## src/rtl/tt_cond_pkg.sv

```systemverilog
`default_nettype none
// ============================================================================
// Module   : tt_cond_pkg
// Purpose  : Shared defaults and state type for the pad-input conditioning path.
// Revision : 1.0
// ============================================================================
package tt_cond_pkg;

   localparam int DEF_SYNC_STAGES = 2;
   localparam int DEF_DEBOUNCE    = 1000;
   localparam int EDGE_CNT_W      = 8;

   typedef enum logic {
      ST_STABLE  = 1'b0,
      ST_QUALIFY = 1'b1
   } deb_state_t;

endpackage : tt_cond_pkg
`default_nettype wire

```

## src/rtl/input_debounce_sync_sync_chain.sv

```systemverilog
`default_nettype none
// ============================================================================
// Module   : sync_chain
// Purpose  : Plain multi-flop synchroniser with asynchronous active-low reset.
// Revision : 1.0
// ============================================================================
module sync_chain #(
   parameter int   SYNC_STAGES = 2,
   parameter logic RESET_LEVEL = 1'b0
) (
   input  logic clk,
   input  logic rst_n,
   input  logic i_d,
   output logic o_q
);

   logic [SYNC_STAGES-1:0] r_sync;

   always_ff @(posedge clk or negedge rst_n) begin
      if (!rst_n) begin
         r_sync <= {SYNC_STAGES{RESET_LEVEL}};
      end else begin
         r_sync <= {r_sync[SYNC_STAGES-2:0], i_d};
      end
   end

   assign o_q = r_sync[SYNC_STAGES-1];

endmodule : sync_chain
`default_nettype wire

```

## src/rtl/input_debounce_sync.sv

```systemverilog
`default_nettype none
// ============================================================================
// Module   : input_debounce_sync
// Purpose  : Synchronise and debounce one pad input; clean level, edge pulses, edge count.
// Revision : 1.0
// ============================================================================
module input_debounce_sync
   import tt_cond_pkg::*;
#(
   parameter int   SYNC_STAGES     = DEF_SYNC_STAGES,
   parameter int   CNT_W           = 16,
   parameter int   DEBOUNCE_CYCLES = DEF_DEBOUNCE,
   parameter logic RESET_LEVEL     = 1'b0
) (
   input  logic                  clk,
   input  logic                  rst_n,
   input  logic                  en,
   input  logic                  din_raw,
   output logic                  dout,
   output logic                  rise,
   output logic                  fall,
   output logic                  busy,
   output logic [EDGE_CNT_W-1:0] edge_cnt
);

   generate
      if (SYNC_STAGES < 2) begin : g_bad_sync
         $error("input_debounce_sync: SYNC_STAGES must be >= 2");
      end
      if ((DEBOUNCE_CYCLES < 1) ||
          (64'(DEBOUNCE_CYCLES) >= (64'd1 << CNT_W))) begin : g_bad_debounce
         $error("input_debounce_sync: DEBOUNCE_CYCLES out of range for CNT_W");
      end
   endgenerate

   // The final count value: the new level has then been seen DEBOUNCE_CYCLES times.
   localparam logic [CNT_W-1:0] c_LAST = CNT_W'(DEBOUNCE_CYCLES - 1);

   logic                  w_s;
   deb_state_t            w_state;
   logic [CNT_W-1:0]      r_cnt;
   logic [CNT_W-1:0]      w_cnt_nxt;
   logic                  r_dout;
   logic                  w_dout_nxt;
   logic                  r_rise;
   logic                  w_rise_nxt;
   logic                  r_fall;
   logic                  w_fall_nxt;
   logic [EDGE_CNT_W-1:0] r_edge_cnt;
   logic [EDGE_CNT_W-1:0] w_edge_nxt;

   sync_chain #(
      .SYNC_STAGES (SYNC_STAGES),
      .RESET_LEVEL (RESET_LEVEL)
   ) u_sync (
      .clk   (clk),
      .rst_n (rst_n),
      .i_d   (din_raw),
      .o_q   (w_s)
   );

   always_ff @(posedge clk or negedge rst_n) begin
      if (!rst_n) begin
         r_cnt      <= '0;
         r_dout     <= RESET_LEVEL;
         r_rise     <= 1'b0;
         r_fall     <= 1'b0;
         r_edge_cnt <= '0;
      end else begin
         r_cnt      <= w_cnt_nxt;
         r_dout     <= w_dout_nxt;
         r_rise     <= w_rise_nxt;
         r_fall     <= w_fall_nxt;
         r_edge_cnt <= w_edge_nxt;
      end
   end

   always_comb begin
      w_state    = (r_cnt != '0) ? ST_QUALIFY : ST_STABLE;
      w_cnt_nxt  = r_cnt;
      w_dout_nxt = r_dout;
      w_rise_nxt = 1'b0;
      w_fall_nxt = 1'b0;
      w_edge_nxt = r_edge_cnt;
      if (!en) begin
         w_cnt_nxt = '0;
      end else if (w_s == r_dout) begin
         w_cnt_nxt = '0;
      end else if (r_cnt == c_LAST) begin
         w_dout_nxt = w_s;
         w_cnt_nxt  = '0;
         w_rise_nxt = w_s;
         w_fall_nxt = !w_s;
         w_edge_nxt = r_edge_cnt + EDGE_CNT_W'(1);
      end else begin
         w_cnt_nxt = r_cnt + CNT_W'(1);
      end
   end

   assign dout     = r_dout;
   assign rise     = r_rise;
   assign fall     = r_fall;
   assign busy     = (w_state == ST_QUALIFY);
   assign edge_cnt = r_edge_cnt;

endmodule : input_debounce_sync
`default_nettype wire
```

## config.mk

```make
export PLATFORM = sky130hd
export DESIGN_NAME = input_debounce_sync
export DESIGN_NICKNAME = d
export VERILOG_FILES = /design/src/rtl/tt_cond_pkg.sv /design/src/rtl/input_debounce_sync_sync_chain.sv /design/src/rtl/input_debounce_sync.sv
export SDC_FILE = /design/constraint.sdc
export NUM_CORES = 1
export LEC_CHECK = 0
export ABC_AREA = 1
export CAP_MARGIN = 20
export CORE_ASPECT_RATIO = 0.6
export CORE_UTILIZATION = 53
export CTS_BUF_LIST = sky130_fd_sc_hd__clkbuf_8
export DETAILED_ROUTE_END_ITERATION = 7
export PLACE_DENSITY = 0.79
export SLEW_MARGIN = 20
export SYNTH_ARGS = -nofsm -noshare
export SYNTH_HDL_FRONTEND = slang
export SYNTH_SLANG_ARGS = --single-unit
export TNS_END_PERCENT = 1
```

## constraint.sdc

```tcl
create_clock -name clk -period 1.2 [get_ports clk]
set_input_delay 0.18 -clock clk [delete_from_list [all_inputs] [get_ports clk]]
set_output_delay 0.18 -clock clk [all_outputs]
set_load 0.1 [all_outputs]
```

==> results of run 1 <==
## timing repair
action,CTS,global route
buffers inserted,2,2
hold buffers,0,0
gates resized for setup,25,12
endpoints found under the setup margin,32,32
pin swaps,6,5
endpoints found under the hold margin,0,0
## synth_stat cells
cell type / count
nor3_1: 2
nand3_2: 3
o21ai_0: 1
nor3_2: 4
nor2_1: 34
nor2_2: 1
inv_1: 32
nand3_1: 23
nor2_4: 5
buf_6: 1
xnor2_1: 2
nand3b_1: 2
or2_2: 1
o21ai_1: 4
a21oi_1: 2
dfrtp_1: 29
nand2_2: 3
nand4_1: 2
nand2_1: 49
o21bai_1: 2
nand3_4: 1
nor2_8: 1
xor2_1: 4
nand2_4: 1
nand2_8: 1
inv_2: 3
ha_1: 3
nor4_1: 3
clkinv_2: 1
## through the flow
stage | util | area (um^2) | setup WS (ps)
2_1_floorplan | - | 1804 | -169.9
3_3_place_gp | 0.7979 | 2381 | -185.1
3_5_place_dp | 0.7979 | 2381 | -314.5
4_1_cts | 0.8600 | 2566 | -426.5
5_1_grt | 0.8771 | 2618 | -500.7
6_report | 0.8771 | 2618 | -438.5
## power by group
group / total, mW / internal (mW) / leakage (nW) / switching, mW
Combinational: 0.163 / 0.0644 / 0.770 / 0.0986
Sequential: 0.989 / 0.984 / 0.375 / 0.00498
Clock: 0.830 / 0.450 / 0.0538 / 0.380
Total: 1.98 / 1.50 / 1.20 / 0.484
## metal layers
metal,part of all wire,wire length (um),track usage,vias to the layer above
met1,0.36,2323,0.4890,912
met3,0.14,886,0.1685,64
met2,0.44,2888,0.6232,182
met5,0,0,0,-
met4,0.063,412,0.1704,0
li1,-,-,-,803
## sequential cells by signal, summed over array words and instances (netlist names)
signal / count
dout: 1
rise: 1
u_sync.r_sync: 2
fall: 1
r_cnt: 16
edge_cnt: 8
## layout make-up
type	instances	share of cell area
clock inverter	2	0.002868
inverter	36	0.05354
sequential	29	0.2878
multi-input combinational	154	0.3810
clock buffer	6	0.03155
tap	42	0.02008
timing repair buffer	51	0.2232
## cells in the final DEF (no fill, tap or decap), types with 3 or more instances in the layout
cell type,instances
buf_12,14
buf_4,29
buf_6,5
clkbuf_8,6
clkdlybuf4s50_1,3
dfrtp_1,15
dfrtp_2,10
dfrtp_4,4
inv_1,31
inv_2,6
nand2_1,43
nand2_2,8
nand3_1,20
nand3_2,3
nand3_4,4
nor2_1,25
nor2_2,8
nor2_4,7
nor3_2,5
o21ai_1,4
xor2_1,4
## cells by family after synthesis
kind of cell               synth area share
AOI/OAI and AO/OA                   0.02904
and+or+nand+nor                      0.4118
DFF                                  0.4212
buffers and inverters               0.08569
xor gates and xnor gates            0.03050
adders and majority gates           0.02179
## worst max-delay path by stage
stage,slack [ps],to
4_1_cts,-430,busy
6_report,-440,busy
3_3_place_gp,-190,r_cnt[15]
5_1_grt,-500,busy
2_1_floorplan,-170,busy
3_5_place_dp,-310,edge_cnt[0]
==> flow_summary.yaml, run 1 <==
layout:
  multi_input_area_um2: 997.2
  fill_cells: 125
  diodes: 0
  register_area_um2: 753.2
  drive_gt1_frac: 0.4317
  syn2layout_area_growth_pct: 51.92
  nets: 284
  final_cells: 320
placement:
  port_buffers: 15
  dpl.hpwl_um: 3638
  dpl.cell_count: 308
  gp_congestion: 0.9520
floorplan:
  die_w_um: 75.61
  num_rows: 15
  initial_core_util: 0.5774
  core_area_um2: 2984
  die_h_um: 46.17
  die_area_um2: 3490
  io_pins: 16
clock_network:
  cts_made_buffers: 5
  path_clk_slew_ps: 70
  clock_latency_ps: 290
  cts_tree: "yes"
  htreeDepth: 2
  clock_path_buffers: 2
  cts_sinks: 29
  cts_root_buf: "clkbuf_8"
logic_synthesis:
  yosys_warnings: 0
  yosys_register_bits: 29
  seq_area_frac_synth: 0.4212
  avgSynthCellArea_um2: 7.831
  synthCells: 220
  yosys.area.top_type_share: 0.4212
  synthTopCellsByArea: "dfrtp_1 (42%), nand2_1 (11%), nor2_1 (7.4%)"
  yosysUniqueCellTypes: 29
  netlist_area_um2: 1723
  syn_nets: 227
  yosys.area.top_type: "dfrtp_1"
critical_path:
  cp-end-kind: "output port"
  r2r_slack_ps: -350
  critPathTopFamily: "simple AND/OR/NAND/NOR gates"
  cpPeakStageDelay_ps: 390
  worstPathRequired_ps: 1020
  path_buf_inv: 1
  cp-start-kind: "flop"
  worst-path-stages: 5
  reg2regPathDepth: 9
  crit_start: "r_cnt[14]"
  reg2reg_to: "edge_cnt[5]"
  cp.arrival_ps: 1460
  cp_slowest_cell: "dfrtp_1"
  worstReg2RegStart: "r_cnt[14]"
  path_cells: "nor2_2 -> nand2_2 -> nor4_4 -> nand3_4 -> buf_12"
  critPathKind: "flop to output port"
  cp_max_fo: 2
sta:
  rsz0062_at_grt: "yes"
  worst_slew_pin_slew_ps: 322.0
  layout_setup_ws_ps: -438.5
  drv_slew: 0
  tns_ps: -7969
  relSlewSlack: 0.7836
  setup_viol: 32
  max_freq_mhz: 610.3
  skew_ps: 9.874
  final_hold_viol_count: 0
  period_share: 1.365
  period_needed_ps: 1638
  hold_ws_ps: 247.4
pwr:
  power_density_nw_per_um2: 757.3
  finalPower_mw: 1.982
  power.leakage_nw: 1.199
  ir_drop_mv: 0.8675
route:
  ant_nets: 0
  drt-total-wl_um: 6510
  first_iter_violations: 250
  wire_per_inst_um: 20.34
  drt_first_pass_iters: 5
  drc: 0
  dr_total_vias: 1961
  vias_per_cell: 6.128
outcome:
  violations: "negative setup slack"
  status: "finished, violations left"
grt:
  grtUsageTotal: 0.3986
  grt_pass1_wl_um: 9632
  overflow: 0
  grt_pass1_vias: 1888
  grt_max_degree: 30
  antenna_found_initial: 0
run:
  drv_cap: 0
hold_path:
  min_path_type: "input pin to asynchronous set/reset pin"
Power figures use the tool's default switching activity.
==> run 2, diff against run 1 <==
SLEW_MARGIN = not set   (was 20)
==> results of run 2 <==
Final layout, timing and power as in run 1 (identical DEF).
==> run 3, diff against run 2 <==
PLACE_DENSITY = not set   (was 0.79)
PLACE_DENSITY_LB_ADDON = 0.1   (was not set)
==> run 3 against run 2 <==
Compared with the run above:
- the flow still finishes with violations (negative setup slack)
- non-clock buffer count decreased by 7
- final cell count down 2.2%
- hold slack improved by 4.7 ps
- clock power grew 30%
- worst setup slack lost 44 ps
- sequential power about the same
- register-to-register slack gained 70 ps
- global-route usage decreased by 8.9 points
- maximum frequency down 2.6%
- core utilization is 3.2 points lower
- largest power group is now clock
==> flow_summary.yaml, run 3 (same netlist as run 1, synthesis figures left out) <==
outcome:
  status: "finished, violations left"
  violations: "negative setup slack"
critical_path:
  worstReg2RegStart: "r_cnt[0]"
  critPathKind: "flop to output port"
  cp-end-kind: "output port"
  cp_max_fo: 2
  worstPathRequired_ps: 1020
  crit_start: "r_cnt[12]"
  cp-start-kind: "flop"
  cp.arrival_ps: 1500
sta:
  layout_setup_ws_ps: -482.8
  hold_ws_ps: 252.1
  rsz0062_at_grt: "yes"
  tns_ps: -5342
  skew_ps: 6.750
  setup_viol: 30
  drv_slew: 0
  final_hold_viol_count: 0
  period_needed_ps: 1683
  worst_slew_pin_slew_ps: 309.8
  relSlewSlack: 0.7918
  period_share: 1.402
  max_freq_mhz: 594.2
floorplan:
  core_area_um2: 2984
  die_w_um: 75.61
  io_pins: 16
  num_rows: 15
  die_h_um: 46.17
  initial_core_util: 0.5774
  die_area_um2: 3490
placement:
  gp_congestion: 0.8721
  port_buffers: 15
  dpl.hpwl_um: 3377
layout:
  syn2layout_area_growth_pct: 46.33
  nets: 277
  layout_commonest_cell: "nand2_1"
  layout_common_cells: "nand2_1 (46), inv_1 (31), nor2_1 (30)"
  regMostFlops: "r_cnt"
  drive_gt1_frac: 0.3764
  diodes: 0
  largest_register_ffs: 16
  fill_cells: 153
clock_network:
  clock_latency_ps: 290
  clock_path_buffers: 2
  cts_root_buf: "clkbuf_8"
  cts_hold_buf: 0
  htreeDepth: 2
  cts_sinks: 29
  cts_made_buffers: 5
  cts_tree: "yes"
  path_clk_slew_ps: 70
route:
  drt_first_pass_iters: 5
  ant_nets: 0
  wire_per_inst_um: 14.84
  vias_per_cell: 5.393
  drt-total-wl_um: 4644
  dr_total_vias: 1688
  drc: 0
  first_iter_violations: 205
pwr:
  p_sw_frac: 0.2240
  p_int_mw: 1.724
  switchingPower_uw: 497.7
  clockPowerShare: 0.485
  p_seq_frac: 0.445
  power.leakage_nw: 1.157
  pwr-share-comb: 0.070
  power_density_nw_per_um2: 881.3
  ir_drop_mv: 0.7606
grt:
  grt_pass1_wl_um: 7458
  antenna_found_initial: 0
  overflow: 0
  grt_max_degree: 30
  grtUsageTotal: 0.3100
  grt_pass1_vias: 1600
run:
  drv_cap: 0
hold_path:
  min_path_type: "input pin to asynchronous set/reset pin"
[run 3: changes by cell type in the layout (fill, tap and decap cells not counted), moves of 3 or more]
cell,before,now
nor2_2,8,5
buf_4,29,24
nor2_1,25,30
buf_6,5,2
nand2_1,43,46
[run 3: layout make-up]
cell class / count / area (um^2) / area share
flip-flops and latches: 29 / 752.0 / 0.2983
clock inverters: 2 / 37.54 / 0.01489
well taps: 42 / 52.55 / 0.02084
multi-input cells: 154 / 927.1 / 0.3677
repair buffers: 44 / 533.0 / 0.2114
clock buffers: 6 / 82.58 / 0.03275
inverters: 36 / 136.4 / 0.05409
[run 3: path summary, 6_finish.rpt]
check / to / slack, ps / cells past startpoint
worst max register to register: r_cnt[12] / -280 / 7
worst min-delay path: r_cnt[0] / 250 / 2
max in group asynchronous: edge_cnt[0] / 750 / 2
worst min register to register: u_sync.r_sync[1] / 360 / 0
min in group clk: u_sync.r_sync[0] / 320 / 1
worst max-delay path: busy / -480 / 5
[run 3: what timing repair did]
item                                    in CTS  in global routing
endpoints found under the hold margin        0                  0
setup buffers                                0                  1
endpoints found under the setup margin      30                 30
pin swaps                                    2                  1
resized for setup                            6                  8
[run 3: critical path: stages (launching register included)]
cell     delay (ps)
dfrtp_1         400
nor2_1          150
nand2_2         110
nor4_4          260
nand3_4         110
buf_12          180
[run 3: power by group through the flow]
stage	clock, mW	combinational (mW)	sequential [mW]
after CTS	1.09	0.153	0.989
after floorplan	0	0.0727	1.01
final	1.08	0.155	0.989
after global routing	1.12	0.167	0.989
after detailed placement	0	0.152	1.01
after global placement	0	0.147	1.01
[run 3: routing by layer]
| metal | routed length (um) | vias to the layer above | global-route usage |
|---|---|---|---|
| li1 | - | 790 | - |
| met1 | 1985 | 801 | 0.4161 |
| met2 | 2091 | 84 | 0.4643 |
| met3 | 474 | 13 | 0.1007 |
| met4 | 93 | 0 | 0.1333 |
| met5 | 0 | - | 0 |
[run 3: stage by stage]
stage	setup WS, ps	instance area (um^2)	instances	util	power (mW)
CTS	-441.1	2495	312	0.8361	2.231
global route	-551.2	2521	313	0.8449	2.279
global placement	-202.2	2364	304	0.7920	1.155
detailed placement	-272.1	2364	304	0.7920	1.160
finish	-482.8	2521	313	0.8449	2.222
floorplan	-169.9	1804	220	-	1.080
